## config.mk

```make
export PLATFORM = sky130hd
export DESIGN_NAME = conv3x3_feeder_flat
export DESIGN_NICKNAME = d
export VERILOG_FILES = /design/src/rtl/conv3x3_feeder_if.sv /design/src/rtl/conv3x3_feeder.sv /design/src/flat_wrapper.sv
export SDC_FILE = /design/constraint.sdc
export NUM_CORES = 1
export LEC_CHECK = 0
export CAP_MARGIN = 10
export CORE_MARGIN = 2
export CORE_UTILIZATION = 50
export DETAILED_ROUTE_END_ITERATION = 7
export PLACE_DENSITY = 0.68
export SLEW_MARGIN = 15
export SYNTH_ARGS = -nofsm -noshare
export SYNTH_HDL_FRONTEND = slang
export SYNTH_SLANG_ARGS = --single-unit
```

## constraint.sdc

```tcl
create_clock -name clk -period 7 [get_ports clk]
set_input_delay 1.05 -clock clk [delete_from_list [all_inputs] [get_ports clk]]
set_output_delay 1.05 -clock clk [all_outputs]
set_load 0.005 [all_outputs]
```

## src/rtl/conv3x3_feeder_if.sv

```systemverilog
`default_nettype none
// conv3x3_feeder_if: control, weight-load, pixel-memory and multiplier/accumulator
// signals of the 3x3 convolution operand feeder.
interface conv3x3_feeder_if #(
  parameter int IMG_W = 8,
  parameter int IMG_H = 8,
  parameter int AW    = 6
);
  localparam int RW = $clog2(IMG_H);
  localparam int CW = $clog2(IMG_W);

  logic          start;
  logic          stall;
  logic          w_wr_en;
  logic [3:0]    w_addr;
  logic [7:0]    w_data;
  logic          pix_rd_en;
  logic [AW-1:0] pix_addr;
  logic [7:0]    pix_data;
  logic          mul_valid;
  logic [7:0]    mul_a;
  logic [7:0]    mul_b;
  logic          sum_valid;
  logic [RW-1:0] out_row;
  logic [CW-1:0] out_col;
  logic          busy;
  logic          done;

  modport master (
    input  start, stall, w_wr_en, w_addr, w_data, pix_data,
    output pix_rd_en, pix_addr, mul_valid, mul_a, mul_b,
           sum_valid, out_row, out_col, busy, done
  );

  modport slave (
    output start, stall, w_wr_en, w_addr, w_data, pix_data,
    input  pix_rd_en, pix_addr, mul_valid, mul_a, mul_b,
           sum_valid, out_row, out_col, busy, done
  );
endinterface
`default_nettype wire

```

## src/rtl/conv3x3_feeder.sv

```systemverilog
`default_nettype none
// conv3x3_feeder: walks every valid 3x3 window in raster order and streams nine
// (pixel, weight) taps per window to a combinational multiplier and accumulator.
module conv3x3_feeder #(
  parameter int IMG_W = 8,
  parameter int IMG_H = 8,
  parameter int AW    = 6
) (
  input  logic             clk,
  input  logic             rst,
  conv3x3_feeder_if.master bus
);
  localparam int            RW       = $clog2(IMG_H);
  localparam int            CW       = $clog2(IMG_W);
  localparam logic [RW-1:0] ROW_LAST = RW'(IMG_H - 3);
  localparam logic [CW-1:0] COL_LAST = CW'(IMG_W - 3);

  typedef enum logic [1:0] {
    S_IDLE  = 2'd0,
    S_RUN   = 2'd1,
    S_DRAIN = 2'd2
  } state_t;

  state_t        state;
  state_t        state_next;

  logic [RW-1:0] row;
  logic [CW-1:0] col;
  logic [1:0]    dr;
  logic [1:0]    dc;
  logic [3:0]    tap;
  logic [7:0]    weights [0:8];

  logic          rd_en;
  logic          busy_int;
  logic          tap_last;
  logic          win_last;
  logic [AW-1:0] rd_addr;

  logic          d_valid;
  logic          d_last;
  logic          d_final;
  logic [7:0]    d_weight;
  logic [RW-1:0] d_row;
  logic [CW-1:0] d_col;

  logic          s_valid;
  logic          s_done;
  logic [RW-1:0] s_row;
  logic [CW-1:0] s_col;

  assign tap      = 4'(dr) * 4'd3 + 4'(dc);
  assign tap_last = (dr == 2'd2) && (dc == 2'd2);
  assign win_last = tap_last && (row == ROW_LAST) && (col == COL_LAST);
  assign rd_addr  = (AW'(row) + AW'(dr)) * AW'(IMG_W) + AW'(col) + AW'(dc);

  always_ff @(posedge clk or negedge rst) begin
    if (!rst) begin
      state <= S_IDLE;
    end else begin
      state <= state_next;
    end
  end

  // DRAIN stays until the final sum flag so a new start is only taken afterwards.
  always_comb begin
    state_next = state;
    rd_en      = 1'b0;
    busy_int   = 1'b0;
    case (state)
      S_IDLE: begin
        if (bus.start) begin
          state_next = S_RUN;
        end
      end
      S_RUN: begin
        busy_int = 1'b1;
        if (!bus.stall) begin
          rd_en = 1'b1;
          if (win_last) begin
            state_next = S_DRAIN;
          end
        end
      end
      S_DRAIN: begin
        busy_int = !s_done;
        if (s_done) begin
          state_next = S_IDLE;
        end
      end
      default: begin
        state_next = S_IDLE;
      end
    endcase
  end

  always_ff @(posedge clk or negedge rst) begin
    if (!rst) begin
      row <= '0;
      col <= '0;
      dr  <= '0;
      dc  <= '0;
    end else if (state == S_IDLE) begin
      row <= '0;
      col <= '0;
      dr  <= '0;
      dc  <= '0;
    end else if (rd_en) begin
      if (dc != 2'd2) begin
        dc <= dc + 2'd1;
      end else begin
        dc <= '0;
        if (dr != 2'd2) begin
          dr <= dr + 2'd1;
        end else begin
          dr <= '0;
          if (col != COL_LAST) begin
            col <= col + 1'b1;
          end else begin
            col <= '0;
            row <= (row != ROW_LAST) ? row + 1'b1 : '0;
          end
        end
      end
    end
  end

  always_ff @(posedge clk or negedge rst) begin
    if (!rst) begin
      for (int i = 0; i < 9; i++) begin
        weights[i] <= '0;
      end
    end else if (bus.w_wr_en && !busy_int && (bus.w_addr <= 4'd8)) begin
      weights[bus.w_addr] <= bus.w_data;
    end
  end

  // Data stage: aligned with pix_data returning from memory.
  always_ff @(posedge clk or negedge rst) begin
    if (!rst) begin
      d_valid  <= 1'b0;
      d_last   <= 1'b0;
      d_final  <= 1'b0;
      d_weight <= '0;
      d_row    <= '0;
      d_col    <= '0;
    end else begin
      d_valid  <= rd_en;
      d_last   <= tap_last;
      d_final  <= win_last;
      d_weight <= weights[tap];
      d_row    <= row;
      d_col    <= col;
    end
  end

  // Sum stage: the accumulator has absorbed tap 8 by this cycle.
  always_ff @(posedge clk or negedge rst) begin
    if (!rst) begin
      s_valid <= 1'b0;
      s_done  <= 1'b0;
      s_row   <= '0;
      s_col   <= '0;
    end else begin
      s_valid <= d_valid && d_last;
      s_done  <= d_valid && d_last && d_final;
      if (d_valid && d_last) begin
        s_row <= d_row;
        s_col <= d_col;
      end
    end
  end

  assign bus.pix_rd_en = rd_en;
  assign bus.pix_addr  = rd_addr;
  assign bus.mul_valid = d_valid;
  assign bus.mul_a     = bus.pix_data;
  assign bus.mul_b     = d_weight;
  assign bus.sum_valid = s_valid;
  assign bus.out_row   = s_row;
  assign bus.out_col   = s_col;
  assign bus.busy      = busy_int;
  assign bus.done      = s_done;

endmodule
`default_nettype wire

```

## src/flat_wrapper.sv

```systemverilog
// flat-port wrapper written by rule: the top's interface ports become plain ports
module conv3x3_feeder_flat 
#(
  parameter int IMG_W = 8,
  parameter int IMG_H = 8,
  parameter int AW    = 6
)
  (clk, rst, bus_start, bus_stall, bus_w_wr_en, bus_w_addr, bus_w_data, bus_pix_data, bus_pix_rd_en, bus_pix_addr, bus_mul_valid, bus_mul_a, bus_mul_b, bus_sum_valid, bus_out_row, bus_out_col, bus_busy, bus_done);
  conv3x3_feeder_if #(.IMG_W(IMG_W), .IMG_H(IMG_H), .AW(AW)) bus_i ();
  input  logic clk;
  input  logic rst;
  input wire logic [$bits(bus_i.start)-1:0] bus_start;
  input wire logic [$bits(bus_i.stall)-1:0] bus_stall;
  input wire logic [$bits(bus_i.w_wr_en)-1:0] bus_w_wr_en;
  input wire logic [$bits(bus_i.w_addr)-1:0] bus_w_addr;
  input wire logic [$bits(bus_i.w_data)-1:0] bus_w_data;
  input wire logic [$bits(bus_i.pix_data)-1:0] bus_pix_data;
  output wire logic [$bits(bus_i.pix_rd_en)-1:0] bus_pix_rd_en;
  output wire logic [$bits(bus_i.pix_addr)-1:0] bus_pix_addr;
  output wire logic [$bits(bus_i.mul_valid)-1:0] bus_mul_valid;
  output wire logic [$bits(bus_i.mul_a)-1:0] bus_mul_a;
  output wire logic [$bits(bus_i.mul_b)-1:0] bus_mul_b;
  output wire logic [$bits(bus_i.sum_valid)-1:0] bus_sum_valid;
  output wire logic [$bits(bus_i.out_row)-1:0] bus_out_row;
  output wire logic [$bits(bus_i.out_col)-1:0] bus_out_col;
  output wire logic [$bits(bus_i.busy)-1:0] bus_busy;
  output wire logic [$bits(bus_i.done)-1:0] bus_done;
  assign bus_i.start = bus_start;
  assign bus_i.stall = bus_stall;
  assign bus_i.w_wr_en = bus_w_wr_en;
  assign bus_i.w_addr = bus_w_addr;
  assign bus_i.w_data = bus_w_data;
  assign bus_i.pix_data = bus_pix_data;
  assign bus_pix_rd_en = bus_i.pix_rd_en;
  assign bus_pix_addr = bus_i.pix_addr;
  assign bus_mul_valid = bus_i.mul_valid;
  assign bus_mul_a = bus_i.mul_a;
  assign bus_mul_b = bus_i.mul_b;
  assign bus_sum_valid = bus_i.sum_valid;
  assign bus_out_row = bus_i.out_row;
  assign bus_out_col = bus_i.out_col;
  assign bus_busy = bus_i.busy;
  assign bus_done = bus_i.done;
  conv3x3_feeder #(.IMG_W(IMG_W), .IMG_H(IMG_H), .AW(AW)) u_core (.clk(clk), .rst(rst), .bus(bus_i));
endmodule
```

[After elaboration in Yosys (flattened, before gate mapping)]
Index checks and enable logic that the tools add are counted.
Widths: inputs -> output; s select.
Word-level totals
  register bits after elaboration: 109
  latch bits: 0
  bits in writable memories: 0
  ROM bits: 0
  bits of input ports: 25
  output and inout bits: 33
  word-level logic and storage cells: 104
  memories kept: 0
Operators by class
  add/sub/neg operators: 8
  multipliers: 1
  divide/modulo/power cells: 0
  $lt $le $gt $ge: 4
  equality and inequality tests: 17
  shift operators: 0
  multiplexer cells: 32
  bitwise logic cells: 2
  reduce and logical (&&, ||, !) cells: 16
Operators by type and width (count)
  $bwmux 72: 1
  $mux 3: 11
  $bmux 8 s4: 1
  $demux 8 s4: 1
  $mux 8: 3
  $mux 2: 11
  $ge 5x5->1 const B: 2
  $ne 2x1->1 const B: 5
  $not 4->5: 2
  $logic_and 1x1->1: 8
  $ne 2x2->1 const B: 4
  $reduce_and 4->1: 2
  $add 3x1->3 const B: 2
  $add 6x2->6: 1
  $add 6x3->6: 1
  $eq 2x2->1 const B: 3
  $eq 3x3->1 const B: 2
  $ne 3x3->1 const B: 2
  $pmux 2 s3: 1
  $lt 5x1->1 const B: 1
  $add 2x1->2 const B: 2
  $add 4x2->4: 1
  $le 4x4->1 const B: 1
  $mul 2x2->4 const B: 1
  9 further kinds: 11

[Depth between registers and ports, before layout]
Gate-level depths: netlist (run 1).
  depth in word-level cells: 7
  mapped depth: 8
  gate-level depth less buffers: 7

[Least setup slack after synthesis (run 1)]
Ideal clock, no wire load.
  kind: register -> register
  from: reg u_core.dc[1]
  to: reg u_core.d_weight[0], in the netlist u_core.bus.mul_b[0]
  library setup time: 0.083 ns
  arrival time: 2.452 ns
  slack: 4.465 ns
  cell stages (with the launch flop): 9
  buffers on the path: 1
  period minus slack after synthesis: 2.535 ns
  cell sequence: dfrtp_1 fa_1 ha_1 fa_1 clkbuf_1 nand2_1 o22ai_1 nor2_1 o21ai_0
Between the ends
  longest elaborated chain between the ends: 5
RTL lines
  start: declaration: RTL line conv3x3_feeder.sv:30  | logic [1:0] dc;
  start signal: assignment: RTL line conv3x3_feeder.sv:110  | dc <= dc + 2'd1;
  $add 4x2->4: RTL line conv3x3_feeder.sv:52  | assign tap = 4'(dr) * 4'd3 + 4'(dc);
  $not 4->5 (implied by the code): RTL line conv3x3_feeder.sv:151  | d_weight <= weights[tap];
  $bmux 8 s4: RTL line conv3x3_feeder.sv:151
  $mux 8 (implied by the code) (2 in a row): RTL line conv3x3_feeder.sv:151
  end signal: assignment: RTL line conv3x3_feeder.sv:151
  end: declaration: RTL line conv3x3_feeder.sv:43  | logic [7:0] d_weight;
No other way between the ends. The select of a mux whose other input is x is not followed.
A chain may end at the register's enable or synchronous reset.

[Final worst setup path (run 1)]
  from: reg u_core.dr[0]
  to: out bus_pix_addr[5]
Between the ends
  longest elaborated chain between the ends: 3
RTL lines
  start: declaration: RTL line conv3x3_feeder.sv:29  | logic [1:0] dr;
  start signal: assignment: RTL line conv3x3_feeder.sv:114  | dr <= dr + 2'd1;
  $add 3x2->3: RTL line conv3x3_feeder.sv:55  | assign rd_addr = (AW'(row) + AW'(dr)) * AW'(IMG_W) + AW'(col) + AW'(dc);
  $add 6x3->6: RTL line conv3x3_feeder.sv:55
  $add 6x2->6: RTL line conv3x3_feeder.sv:55
  end: declaration: RTL line flat_wrapper.sv:19  | output wire logic [$bits(bus_i.pix_addr)-1:0] bus_pix_addr;
No other way between the ends.

==> parameters.txt, run 1 <==
Parameter                              Value

Outcome
  Run status ... finished, final reports clean

Clock network
  Clock buffer depth ... 2
  Quantity of gates resized following cts ... 0
  Quantity of hold-fixing buffers added after cts ... 0
  CTS HTree Levels ... 3
  Insertion delay of the later-clocked pin in the worst-skew pair ... ~360 ps
  Clock buffer count from CTS ... 9
  # clock sinks ... 109
  TritonCTS clock tree ... built
  Post-CTS setup-driven buffer insertion count ... 0
  Root Buffer Master ... clkbuf_8
  Clock transition at path regs ... roughly 100 ps

Timing
  RSZ-0062 raised after global routing ... false
  Top achievable clock speed ... 285 MHz
  Setup-failing EPs final ... 0
  Min Clock Period, post-route ... 3510 ps
  Count of final max-slew check failures ... 0
  Relative slew slack ... between 40% and 50%
  Clock skew after layout ... 17.5 ps
  Tcrit/Tclk final ... 50.1%
  Hold Vio Cnt, Final ... 0
  Slew at the pin closest to its max-slew limit ... 895 ps
  Aggregate negative setup slack ... 0 ps

Synthesis
  Net count after synthesis ... 421
  Largest cells by area after synthesis ... dfrtp_1, mux2_2, mux2i_1
  Post-Synth Adder-Cell Area ... 4.46%
  Post-synth top area share ... 52.8%
  Number of distinct library cell variants in the gate-level netlist after synthesis ... 44
  Post-synthesis register bit count ... 109
  Post-Synthesis Cells ... 380
  Main combinational cell family by area after synthesis ... multiplexers
  Simple logic cell fraction of the synthesized area ... 9.42%
  Cell accounting for the most synthesized area ... dfrtp_1
  Compound-cell area share of the yosys netlist ... 3.66%
  Share of synthesized area occupied by flip-flops and latches ... 52.8%
  Portion of netlist area occupied by mux cells ... about 25%
  Post-synthesis instance area ... 5160 µm²
  Xor/xnor cell area share of the yosys netlist ... 1.02%
  Syn_area_per_cell ... 13.6 µm²
  Count of yosys warnings during synthesis ... 0

Cells and area
  Final Core Density ... 57.2%
  Total Nets Final ... 455
  Commonest cells after routing, fill and taps aside ... dfrtp_1, mux2_2, clkdlybuf4s50_1
  Area growth from synthesis to layout ... 12.8%
  Share of layout cells above drive strength 1 ... roughly 30%
  Leading cell type in the layout, fill and taps excluded ... dfrtp_1
  Layout fillers ... 850
  Antenna diode instance count ... 0

GRT
  Global route overflow ... 0
  Vias in the first global route ... 3052
  Maximum number of pins on one net before global-route repair ... 65
  Number of antenna violations at the first check in global routing ... 0
  Overall global routing resource usage ... 18.4%
  Wire length of the first global-routing pass ... 15800 µm

Critical path
  Critical Path AT ... approximately 2500 ps
  Critical Path, Cell by Cell ... ha_1 -> inv_1 -> fa_1 -> nand4b_1 -> xnor2_1 -> clkdlybuf4s50_1
  Cell with the biggest individual delay on the critical path ... clkdlybuf4s50_1
  Data required time of the critical path ... 5950 ps
  CP startpoint kind ... flip-flop
  Critical Path End Type ... primary output
  Max Fanout on Critical Path ... 6
  Crit path buf inv count ... 2
  Critical path's largest stage delay ... roughly 520 ps
  Cell family with most CP delay ... adder cells
  Type of the worst setup path ... reg2out

Floorplan
  Vertical die dimension ... 106 µm
  DIE AREA ... roughly 11000 µm²
  Number of placed I/O pins ... 58
  Row count ... 37
  Die outline width ... about 110 µm
  Initial Util ... between 50% and 60%
  Floorplan Core Area ... 10200 µm²

Detailed routing
  Post-detailed-route DRC marker count ... 0
  Violation count after the first detailed-route iteration ... 82
  Post-detailed-route wirelength per cell ... 16.8 µm
  Avg Vias per Cell ... 5.41
  Count of nets left with antenna violations after detail routing ... 0
  Routed Wire Length ... about 9300 µm
  Number of optimization iterations in the first detailed-route pass ... 4
  Vias ... 3000

Place
  Post-DP HPWL ... 6440 µm
  IO buf count ... 41
  Routability congestion estimate ... ~0.74

Worst hold path
  Worst min path class ... reg2reg

Pwr
  Peak supply drop ... approximately 0.15 mV
  Leakage dissipation ... 2.62 nW
  Total power per unit cell area ... 329 nW/µm²

Flow run
  Max-cap check violation count ... 0
report_power, final:
group / switching [mW] / internal, mW
logic: 0.252 / 0.345
registers: 0.0996 / 0.839
clock network: 0.212 / 0.167
total: 0.564 / 1.35
cells in the mapped netlist (all sizes together):
cell      n
nor2b     5
o22ai    12
or4       1
xor2      2
nand4     9
inv      14
nor4b     1
or3       1
fa        4
nor3      2
o21ai     7
and2b     1
and3      1
mux4      4
xnor2     4
o31ai     4
mux2i    22
mux2     87
nor4      1
o21a      1
nand4b    2
nand3     2
a21oi     4
nor2     21
a221o     1
nand2b    5
clkbuf    3
buf      18
ha       12
or2       1
nor3b     1
a21o      1
nand3b    1
dfrtp   109
and2      1
nand2    15
flip-flops by register name (all words and copies together) (netlist names), 2 cells and up:
register            cells
u_core.bus.mul_b        8
u_core.bus.out_col      3
u_core.bus.out_row      3
u_core.col              3
u_core.d_col            3
u_core.d_row            3
u_core.dc               2
u_core.dr               2
u_core.row              3
u_core.state            2
u_core.weights         72
per-layer routing:
layer	track usage, %	vias up	share of wire, %
met5	0	-	0
met4	6.02	0	1.2
met3	3.40	9	3.6
met2	30.0	43	49
met1	25.0	1538	46
li1	-	1410	-
final timing paths:
check | start | end | slack [ps] | cells past startpoint
worst max-delay path | u_core.dr[0]$_DFFE_PN0P_ | bus_pix_addr[5] | 3490 | 6
worst min-delay path | u_core.row[1]$_DFFE_PN0P_ | u_core.d_row[1]$_DFF_PN0_ | 470 | 0
worst max register to register | u_core.dc[1]$_DFFE_PN0P_ | u_core.bus.mul_b[2]$_DFF_PN0_ | 4080 | 7
worst min register to register | u_core.row[1]$_DFFE_PN0P_ | u_core.d_row[1]$_DFF_PN0_ | 470 | 0
max in group asynchronous | rst | u_core.weights[56]$_DFFE_PN0P_ | 5130 | 2
min in group asynchronous | rst | u_core.weights[12]$_DFFE_PN0P_ | 670 | 1
through the flow:
stage	cells	instance area (µm²)	worst slack, ps	hold slack, ps	power (mW)
global placement	539	5630	3510	440	1.53
floorplan	380	5160	4470	374	1.37
global route	555	5830	3340	486	2.04
detailed placement	539	5630	3490	445	1.56
CTS	555	5830	3470	469	1.94
finish	555	5830	3490	469	1.91
cell type report:
class,count,area (µm²),area share (%)
sequential,109,2730,46.8
multi-input combinational,236,2250,38.6
clock buffer,9,124,2.13
clock inverter,7,73.8,1.27
tap,136,170,2.92
inverter,14,52.6,0.902
timing repair buffer,44,430,7.39
cell families (layout without fill, tap and decap cells):
kind of cell | count (synthesis) | count (layout)
buf+inv | 35 | 74
xor+xnor | 6 | 6
compound gates | 30 | 30
flops | 109 | 109
fa+ha+maj | 16 | 16
simple gates | 71 | 71
mux | 113 | 113
No activity file was read; power rests on OpenSTA's default activity.
==> run 2: changes to the inputs <==
--- a/config.mk
+++ b/config.mk
@@ -9,7 +9,7 @@
 export CORE_MARGIN = 2
 export CORE_UTILIZATION = 50
 export DETAILED_ROUTE_END_ITERATION = 7
-export PLACE_DENSITY = 0.68
+export PLACE_DENSITY = 0.71
 export SLEW_MARGIN = 15
 export SYNTH_ARGS = -nofsm -noshare
 export SYNTH_HDL_FRONTEND = slang
==> constraint.sdc (replaced) <==
create_clock -name clk -period 3 [get_ports clk]
set_input_delay 0.45 -clock clk [delete_from_list [all_inputs] [get_ports clk]]
set_output_delay 0.45 -clock clk [all_outputs]
set_load 0.005 [all_outputs]
==> parameters.txt, run 2 (synthesis gave the netlist of run 1 again) <==
Parameter                              Value

Clock network
  CTS HTree Levels ... 3 (unchanged)
  Clock buffer depth ... 2 (unchanged)
  Root Buffer Master ... clkbuf_8
  Quantity of hold-fixing buffers added after cts ... 0 (unchanged)
  TritonCTS clock tree ... built
  Insertion delay of the later-clocked pin in the worst-skew pair ... 360 ps (about the same)
  Clock transition at path regs ... 100 ps (about the same)
  # clock sinks ... 109 (unchanged)
  Clock buffer count from CTS ... 9 (unchanged)

Pwr
  Peak supply drop ... 0.325 mV (+120%)
  Total power consumption of the routed design ... 4.45 mW (+130%)
  Relative contribution of the clock network to total power ... 18.6% (-1.2 points)
  Total power per unit cell area ... 762 nW/µm² (+130%)
  Cell-internal power ... 3.12 mW (+130%)
  Switching share of power ... 29.8% (+0.32 points)
  Leakage dissipation ... 2.62 nW (-0.29%)
  Share of power burned in registers ... 49.5% (+0.5 points)
  Combinational Power Share ... 31.9% (+0.7 points)
  Sw power ... 1.32 mW (+130%)

Cells and area
  Register with the most flip-flops ... u_core.weights
  Antenna diode instance count ... 0 (unchanged)
  Leading cell type in the layout, fill and taps excluded ... dfrtp_1
  Area growth from synthesis to layout ... 13.0%
  Final Core Density ... 57.3% (+0.11 points)
  Share of layout cells above drive strength 1 ... 30.0% (+0.41 points)
  Layout fillers ... 844 (-0.71%)
  Number of flip-flops in the largest register ... 72 (unchanged)
  Post-layout instance count excluding filler cells ... 556 (+0.18%)
  Commonest cells after routing, fill and taps aside ... dfrtp_1, mux2_2, clkdlybuf4s50_1
  Total Nets Final ... 456 (+0.22%)

Place
  IO buf count ... 41 (unchanged)
  Routability congestion estimate ... 0.759 (+2.7%)
  Post-DP HPWL ... 6760 µm (+4.9%)
  Number of instances in the placed design ... 540 (+0.19%)
  Post-Place Worst Slack ... 283 ps (-3200 ps)

Detailed routing
  Violation count after the first detailed-route iteration ... 88 (+7.3%)
  Avg Vias per Cell ... 5.38 (-0.48%)
  Detailed route wirelength on metal2 ... 4600 µm (+1.2%)
  Post-detailed-route DRC marker count ... 0 (unchanged)
  Met1 Routed Length ... 4550 µm (+5.6%)
  Number of optimization iterations in the first detailed-route pass ... 4 (unchanged)
  Count of nets left with antenna violations after detail routing ... 0 (unchanged)
  Highest metal layer with signal wires ... met4
  Post-detailed-route wirelength per cell ... 17.1 µm (+1.8%)
  Routed Wire Length ... 9490 µm (+2.0%)
  Length of routed met3 wiring ... 231 µm (-31%)
  Vias ... 2991 (-0.30%)

Floorplan
  Die outline width ... 106 µm (unchanged)
  Row count ... 37 (unchanged)
  Initial Util ... 50.7% (unchanged)
  DIE AREA ... 11200 µm² (unchanged)
  Number of placed I/O pins ... 58 (unchanged)
  Floorplan Core Area ... 10200 µm² (unchanged)
  Vertical die dimension ... 106 µm (unchanged)

Timing
  Relative slew slack ... 50.9% (+11 points)
  Slew at the pin closest to its max-slew limit ... 736 ps (-159 ps)
  Aggregate negative setup slack ... 0 ps (unchanged)
  Clock skew after layout ... 8.50 ps (-8.97 ps)
  Min Clock Period, post-route ... 2880 ps
  Count of final max-slew check failures ... 0 (unchanged)
  RSZ-0062 raised after global routing ... false
  Setup-failing EPs final ... 0 (unchanged)
  Worst setup slack after layout ... 117 ps (-3370 ps)
  Hold Vio Cnt, Final ... 0 (unchanged)
  Tcrit/Tclk final ... 96.1%
  Top achievable clock speed ... 347 MHz

GRT
  Number of antenna violations at the first check in global routing ... 0 (unchanged)
  Vias in the first global route ... 3099 (+1.5%)
  Overall global routing resource usage ... 18.3% (-0.098 points)
  Global route overflow ... 0 (unchanged)
  Wire length of the first global-routing pass ... 15900 µm (+0.52%)
  Maximum number of pins on one net before global-route repair ... 63 (-3.1%)

Flow run
  Max-cap check violation count ... 0 (unchanged)

Critical path
  Data required time of the critical path ... 2550 ps (-3400 ps)
  CP startpoint kind ... flip-flop
  R2r startpoint ... u_core.dc[1]$_DFFE_PN0P_
  Type of the worst setup path ... reg2out
  Critical path startpoint ... u_core.dr[0]$_DFFE_PN0P_
  Critical Path AT ... 2430 ps (-30 ps)
  Max Fanout on Critical Path ... 6 (unchanged)
  Critical Path End Type ... primary output

Outcome
  Run status ... finished, final reports clean

Worst hold path
  Worst min path class ... in2async
==> run 2: cell types whose count changed in the layout (fill, tap and decap cells not counted), sizes merged <==
cell / before / now
clkbuf: 9 / 12
buf: 4 / 5
clkinv: 4 / 0
bufinv: 1 / 0
clkinvlp: 1 / 3
==> run 2: power by group through the flow <==
stage	Combinational, mW	Sequential, mW	Clock [mW]
2_1_floorplan	1.04	2.16	0
3_3_place_gp	1.40	2.20	0
3_5_place_dp	1.43	2.23	0
4_1_cts	1.44	2.20	0.849
5_1_grt	1.55	2.26	0.915
6_report	1.42	2.20	0.826
==> run 2: area by class of cell <==
class / count / area (µm²) / area share, %
well taps: 136 / 170 / 2.91
inverters: 14 / 52.6 / 0.900
clock inverters: 4 / 31.3 / 0.536
flip-flops and latches: 109 / 2730 / 46.8
clock buffers: 12 / 155 / 2.66
repair buffers: 45 / 450 / 7.72
multi-input cells: 236 / 2250 / 38.5
==> run 2: final timing paths <==
path	to	cells after the start	slack, ps
setup reg to reg	u_core.bus.mul_b[3]$_DFF_PN0_	7	280
hold reg to reg	u_core.d_row[1]$_DFF_PN0_	0	470
min in group clk	u_core.d_row[1]$_DFF_PN0_	0	470
hold / removal	u_core.weights[39]$_DFFE_PN0P_	1	80
setup / recovery	bus_pix_addr[5]	6	120
max in group asynchronous	u_core.weights[50]$_DFFE_PN0P_	2	2170
==> run 2: through the flow <==
stage	area [µm²]	hold slack, ps
global placement	5650	435
CTS	5840	109
floorplan	5160	154
finish	5840	84.0
global route	5840	125
detailed placement	5650	442
==> run 2: worst max-delay path: stages, from the launching register on <==
cell	delay [ps]
dfrtp_2	470
ha_1	210
inv_1	70
fa_1	420
nand4b_1	210
xnor2_1	170
clkdlybuf4s50_1	520
==> run 2: timing repair <==
| item | 4_1_cts | 5_1_grt |
|---|---|---|
| setup buffers | 0 | 0 |
| resized for setup | 0 | 2 |
| endpoints found under the hold margin | 0 | 0 |
| endpoints found under the setup margin | 0 | 1 |
==> run 2: layer usage <==
layer | up-vias | global-route usage, %
met5 | - | 0
met4 | 0 | 5.26
met3 | 10 | 3.77
met2 | 33 | 29.4
met1 | 1542 | 25.2
li1 | 1406 | -
